File: config.mk
export PLATFORM = sky130hd
export DESIGN_NAME = prio_encoder_8to3_flat
export DESIGN_NICKNAME = d
export VERILOG_FILES = /design/src/rtl/enc_pkg.sv /design/src/rtl/prio_encoder_8to3_if.sv /design/src/rtl/prio_encoder_8to3_prio_pick.sv /design/src/rtl/prio_encoder_8to3.sv /design/src/flat_wrapper.sv
export SDC_FILE = /design/constraint.sdc
export NUM_CORES = 1
export LEC_CHECK = 0
export CAP_MARGIN = 0
export CORE_MARGIN = 4
export CORE_UTILIZATION = 47
export CTS_CLUSTER_SIZE = 14
export DETAILED_ROUTE_END_ITERATION = 7
export PLACE_DENSITY_LB_ADDON = 0.1
export SYNTH_ARGS = -nofsm -noshare
export SYNTH_HDL_FRONTEND = slang
export SYNTH_SLANG_ARGS = --single-unit
File: constraint.sdc
create_clock -name i_clk -period 1.9 [get_ports i_clk]
set_clock_uncertainty 0.1 [all_clocks]
set_input_delay 0.475 -clock i_clk [delete_from_list [all_inputs] [get_ports i_clk]]
set_output_delay 0.475 -clock i_clk [all_outputs]
set_load 0.005 [all_outputs]
File: src/rtl/enc_pkg.sv
// enc_pkg: shared widths and types for the clocked 8-to-3 priority encoder.
package enc_pkg;
    localparam int N = 8;
    localparam int W = $clog2(N);
    typedef logic [N-1:0] req_t;
    typedef logic [W-1:0] code_t;
endpackage

File: src/rtl/prio_encoder_8to3_if.sv
// prio_encoder_8to3_if: valid/ready grant channel carrying the encoded index.
interface prio_encoder_8to3_if;
    enc_pkg::code_t y;
    logic valid;
    logic ready;
    modport master(output y, valid, input ready);
    modport slave(input y, valid, output ready);
endinterface

File: src/rtl/prio_encoder_8to3_prio_pick.sv
// prio_pick: first set bit of mask searching downward from start, wrapping 0 -> N-1.
module prio_pick
    import enc_pkg::*;
(
    input  req_t  i_mask,
    input  code_t i_start,
    output code_t o_idx,
    output logic  o_any
);
    always_comb begin
        o_idx = '0;
        for (int k = N - 1; k >= 0; k--) begin
            if (i_mask[i_start - code_t'(k)]) o_idx = i_start - code_t'(k);
        end
    end
    assign o_any = |i_mask;
endmodule

File: src/rtl/prio_encoder_8to3.sv
// prio_encoder_8to3: event-capturing 8-to-3 priority encoder with valid/ready grant and 74x148-style cascade.
// Define ROUND_ROBIN_EN for rotating priority; default is fixed priority (bit 7 highest).
module prio_encoder_8to3
    import enc_pkg::*;
(
    input  logic                       i_clk,
    input  logic                       i_rst_n,
    input  req_t                       i_req_l,
    input  logic                       i_ei_l,
    prio_encoder_8to3_if.master        bus,
    output logic                       o_gs_l,
    output logic                       o_eo_l,
    output logic                       o_ovf
);
    req_t  r_in, r_samp, r_pend;
    code_t r_y;
    logic  r_valid, r_ovf;
    req_t  w_set, w_clr, w_next;
    code_t w_idx, w_start;
    logic  w_any, w_load, w_launch;
    // r_in registers the raw lines; an event is a 1 -> 0 step between r_samp and r_in
    assign w_set    = i_ei_l ? '0 : (r_samp & ~r_in);
    assign w_clr    = (r_valid & bus.ready) ? (req_t'(1) << r_y) : '0;
    assign w_next   = (r_pend & ~w_clr) | w_set;
    assign w_load   = ~r_valid | bus.ready;
    assign w_launch = w_load & w_any & ~i_ei_l;
`ifdef ROUND_ROBIN_EN
    code_t r_rr;
    always_ff @(posedge i_clk or negedge i_rst_n) begin
        if (!i_rst_n) r_rr <= code_t'(N - 1);
        else if (w_launch) r_rr <= w_idx - code_t'(1);
    end
    assign w_start = r_rr;
`else
    assign w_start = code_t'(N - 1);
`endif
    prio_pick u_pick (
        .i_mask  (w_next),
        .i_start (w_start),
        .o_idx   (w_idx),
        .o_any   (w_any)
    );
    always_ff @(posedge i_clk or negedge i_rst_n) begin
        if (!i_rst_n) begin
            r_in    <= '1;
            r_samp  <= '1;
            r_pend  <= '0;
            r_y     <= '0;
            r_valid <= 1'b0;
            r_ovf   <= 1'b0;
        end else begin
            r_in   <= i_req_l;
            r_samp <= r_in;
            r_pend <= w_next;
            r_ovf  <= r_ovf | (|(w_set & r_pend & ~w_clr));
            if (w_load) r_valid <= w_launch;
            if (w_launch) r_y <= w_idx;
        end
    end
    assign bus.y   = r_y;
    assign bus.valid = r_valid;
    assign o_gs_l  = ~(|r_pend | r_valid);
    assign o_eo_l  = i_ei_l | ~o_gs_l;
    assign o_ovf   = r_ovf;
endmodule

File: src/flat_wrapper.sv
// flat-port wrapper written by rule: the top's interface ports become plain ports
module prio_encoder_8to3_flat import enc_pkg::*;
  (i_clk, i_rst_n, i_req_l, i_ei_l, o_gs_l, o_eo_l, o_ovf, bus_y, bus_valid, bus_ready);
  prio_encoder_8to3_if bus_i ();
  input  logic i_clk;
  input  logic i_rst_n;
  input  req_t i_req_l;
  input  logic i_ei_l;
  output logic o_gs_l;
  output logic o_eo_l;
  output logic o_ovf;
  output wire logic [$bits(bus_i.y)-1:0] bus_y;
  output wire logic [$bits(bus_i.valid)-1:0] bus_valid;
  input wire logic [$bits(bus_i.ready)-1:0] bus_ready;
  assign bus_y = bus_i.y;
  assign bus_valid = bus_i.valid;
  assign bus_i.ready = bus_ready;
  prio_encoder_8to3 u_core (.i_clk(i_clk), .i_rst_n(i_rst_n), .i_req_l(i_req_l), .i_ei_l(i_ei_l), .bus(bus_i), .o_gs_l(o_gs_l), .o_eo_l(o_eo_l), .o_ovf(o_ovf));
endmodule
==> flow_summary.ini <==
[place]
port_buffers = 18
place.gp.congestion = 0.903
hpwl_mm = 2.42
dp.cells = 192

[finish]
multiInputGateArea_um2 = 697
fillers = 140
seqCellArea_um2 = 749
n_antenna_cell = 0
synthToLayoutAreaGrowth_pct = 62.8
fin_nets = 196
layoutNonFillerInstCount = 215
drive_gt1_frac = 0.600

[timing]
finalCriticalPeriod_ps = 2130
slew_headroom = 0.713
tightest_slew_ps = 423
rsz0062_at_grt = true
fin_hold_ws_ps = 272
finalMaxSlewViolations = 0
layout_setup_ws_ps = -231
setup_viol = 6
fin_crit_sh = 1.12
timing.fmax_ghz = 0.469
hold_violations = 0

[routing]
dr.first_iter.drc_count = 64
antenna_left = 0
viasPerCell = 5.72
vias = 1229
firstDrtPassIters = 4
post-route-drc-count = 0
routedWlPerCell_um = 19.4
totalWireLength_mm = 4.18

[worst_hold_path]
hp-class = reg -> reg

[run_status]
run_status = complete, but fails checks
violations = negative setup slack

[synth]
async_flop_share = 1.00
synth-compound-area-share = 0.152
syn-instance-count = 114
synthAdderAreaFrac = 0
synth_edf_count = 0
syn_avg_cell_area_um2 = 11.5
yosys.area_share.simple = 0.224
syn-num-nets = 126
ys_ff_latch = 29
ys_warn_count = 0
synth-xor-area-share = 0
synthFlopType = dfstp_2
yosys-mux-area-fraction = 0.0248
ys_seq_area_frac = 0.568
netlist_area_um2 = 1310
synth_top_family_by_area = simple AND/OR/NAND/NOR gates
synth.distinct_cells = 39

[clock_network]
cts_sinks = 29
path_clk_slew_ps = 90
cts_tree = yes
clk_path_buf_depth = 2
insertion_delay_ps = 340
clockRootBuffer = clkbuf_4
cts_buffers = 5
htree_levels = 2

[critical_path]
cp_num_buf_inv = 1
cp_cell_sequence = nor4_2, nand2_1, nor4_4, nand2b_1, buf_2
worstPathArrival_ps = 1560
critPathRequiredTime_ps = 1320
endpoint_kind = output port
start_kind = register
max_stage_delay_ps = 400
cp_slowest_cell = dfrtp_1
crit_family = simple AND/OR/NAND/NOR gates
critPathMaxFanout = 2
critPathKind = reg -> out

[floorplan]
die_area_um2 = 3700
die_h_um = 60.8
core_um2 = 2570
rows = 18
start_util = 0.511
die_x_um = 60.8
io_pins = 19

[grt]
grt_use_total = 0.263
grt_pass1_wl_mm = 6.63
grt_start_max_net_pins = 30
antenna_found_initial = 0
grt-ovfl-total = 0
grt_pass1_vias = 1325

[pwr]
pwr-share-seq = 0.370
clkPwrFrac = 0.238
pwr_density_cell_nw_per_um2 = 1030
ir_worst_vdd_v = 0.000962
p_sw_mw = 0.726
sw_frac_of_total = 0.330
pwr-share-comb = 0.392
p_leak_nw = 0.907
intPower_mw = 1.47

[run]
max_cap_violations = 0
## final timing paths
check / from / endpoint / slack (ps) / cells past startpoint
min: u_core.r_in[3]$_DFF_PN1_ / u_core.r_samp[3]$_DFF_PN1_ / 270 / 0
max in group asynchronous: i_rst_n / u_core.r_samp[2]$_DFF_PN1_ / 980 / 2
max reg2reg: u_core.bus.y[2]$_DFFE_PN0P_ / u_core.bus.y[0]$_DFFE_PN0P_ / -190 / 9
min reg2reg: u_core.r_in[3]$_DFF_PN1_ / u_core.r_samp[3]$_DFF_PN1_ / 270 / 0
min in group asynchronous: i_rst_n / u_core.bus.y[2]$_DFFE_PN0P_ / 420 / 2
max: u_core.r_pend[6]$_DFF_PN0_ / o_eo_l / -230 / 5
## state kept, by name, summed over array words and instances (netlist names)
signal            flops
u_core.r_pend         8
u_core.bus.y          3
u_core.r_samp         8
u_core.bus.valid      1
u_core.r_in           8
u_core.o_ovf          1
## per-stage QoR
stage / area, µm² / TNS, ps / total power [mW] / setup slack [ps] / utilization
after floorplan: 1340 / -254 / 1.08 / -127 / -
after global placement: 1780 / -4070 / 1.45 / -655 / 0.692
after detailed placement: 1780 / -4270 / 1.46 / -714 / 0.692
after CTS: 2080 / -1050 / 2.13 / -326 / 0.810
after global routing: 2140 / -1600 / 2.30 / -329 / 0.832
final: 2140 / -990 / 2.20 / -231 / 0.832
## synthesized netlist by cell type, types with 2 or more instances
master	number	share of area
nand2_1	11	0.031
nor3b_1	7	0.040
dfstp_2	16	0.32
nor4_1	2	0.0095
a21oi_1	14	0.053
inv_1	6	0.017
nor3b_2	2	0.019
dfrtp_1	13	0.25
o21ai_1	2	0.0076
buf_2	3	0.011
o21ai_0	2	0.0076
mux2_1	2	0.017
nand2b_1	4	0.019
nor2_1	5	0.014
## power groups by stage
| stage | clock network (mW) | registers (mW) | logic [mW] |
|---|---|---|---|
| 4_1_cts | 0.530 | 0.804 | 0.797 |
| 5_1_grt | 0.565 | 0.820 | 0.914 |
| 3_3_place_gp | 0 | 0.799 | 0.647 |
| 3_5_place_dp | 0 | 0.799 | 0.659 |
| 2_1_floorplan | 0 | 0.793 | 0.288 |
| 6_report | 0.524 | 0.814 | 0.862 |
## cells in the final DEF (no fill, tap or decap), types with 2 or more instances in the layout
cell | synthesis | routed
nor2_1 | 5 | 3
dlygate4sd2_1 | 0 | 6
nor2_2 | 1 | 3
nor4_4 | 1 | 2
o21ai_4 | 0 | 2
nor3b_2 | 2 | 6
a21oi_2 | 1 | 2
buf_4 | 0 | 43
clkdlybuf4s50_1 | 0 | 10
a21oi_4 | 0 | 3
buf_2 | 3 | 2
inv_1 | 6 | 6
nor3b_1 | 7 | 3
a21oi_1 | 14 | 10
nand2_1 | 11 | 11
dfrtp_2 | 0 | 3
buf_6 | 0 | 5
mux2_4 | 0 | 2
dfstp_2 | 16 | 16
clkbuf_4 | 0 | 5
o21ai_1 | 2 | 2
nand2b_1 | 4 | 3
dfrtp_1 | 13 | 10
## routing by layer
layer  track usage  up-vias  wire [µm]
met4         0.127        0        128
li1              -      542          -
met2         0.455       64       2090
met3        0.0809       14        291
met5             0        -          0
met1         0.294      609       1670
## final cells by class
type                       count  area share
sequential                    29       0.351
multi-input combinational     75       0.326
timing repair buffer          66       0.254
clock buffer                   7      0.0258
tap                           30      0.0176
clock inverter                 1      0.0141
inverter                       7      0.0123
## logic make-up after synthesis
family | count (synthesis)
mux | 3
flops | 29
compound gates | 30
buf+inv | 10
simple gates | 42
## what timing repair did
item	in CTS	in global routing
pin swaps	9	8
setup endpoints to repair	11	7
buffers inserted	15	2
cloned	0	0
resized for setup	41	11
hold buffers	0	0
Note: power is estimated with default switching activity, not from simulation.
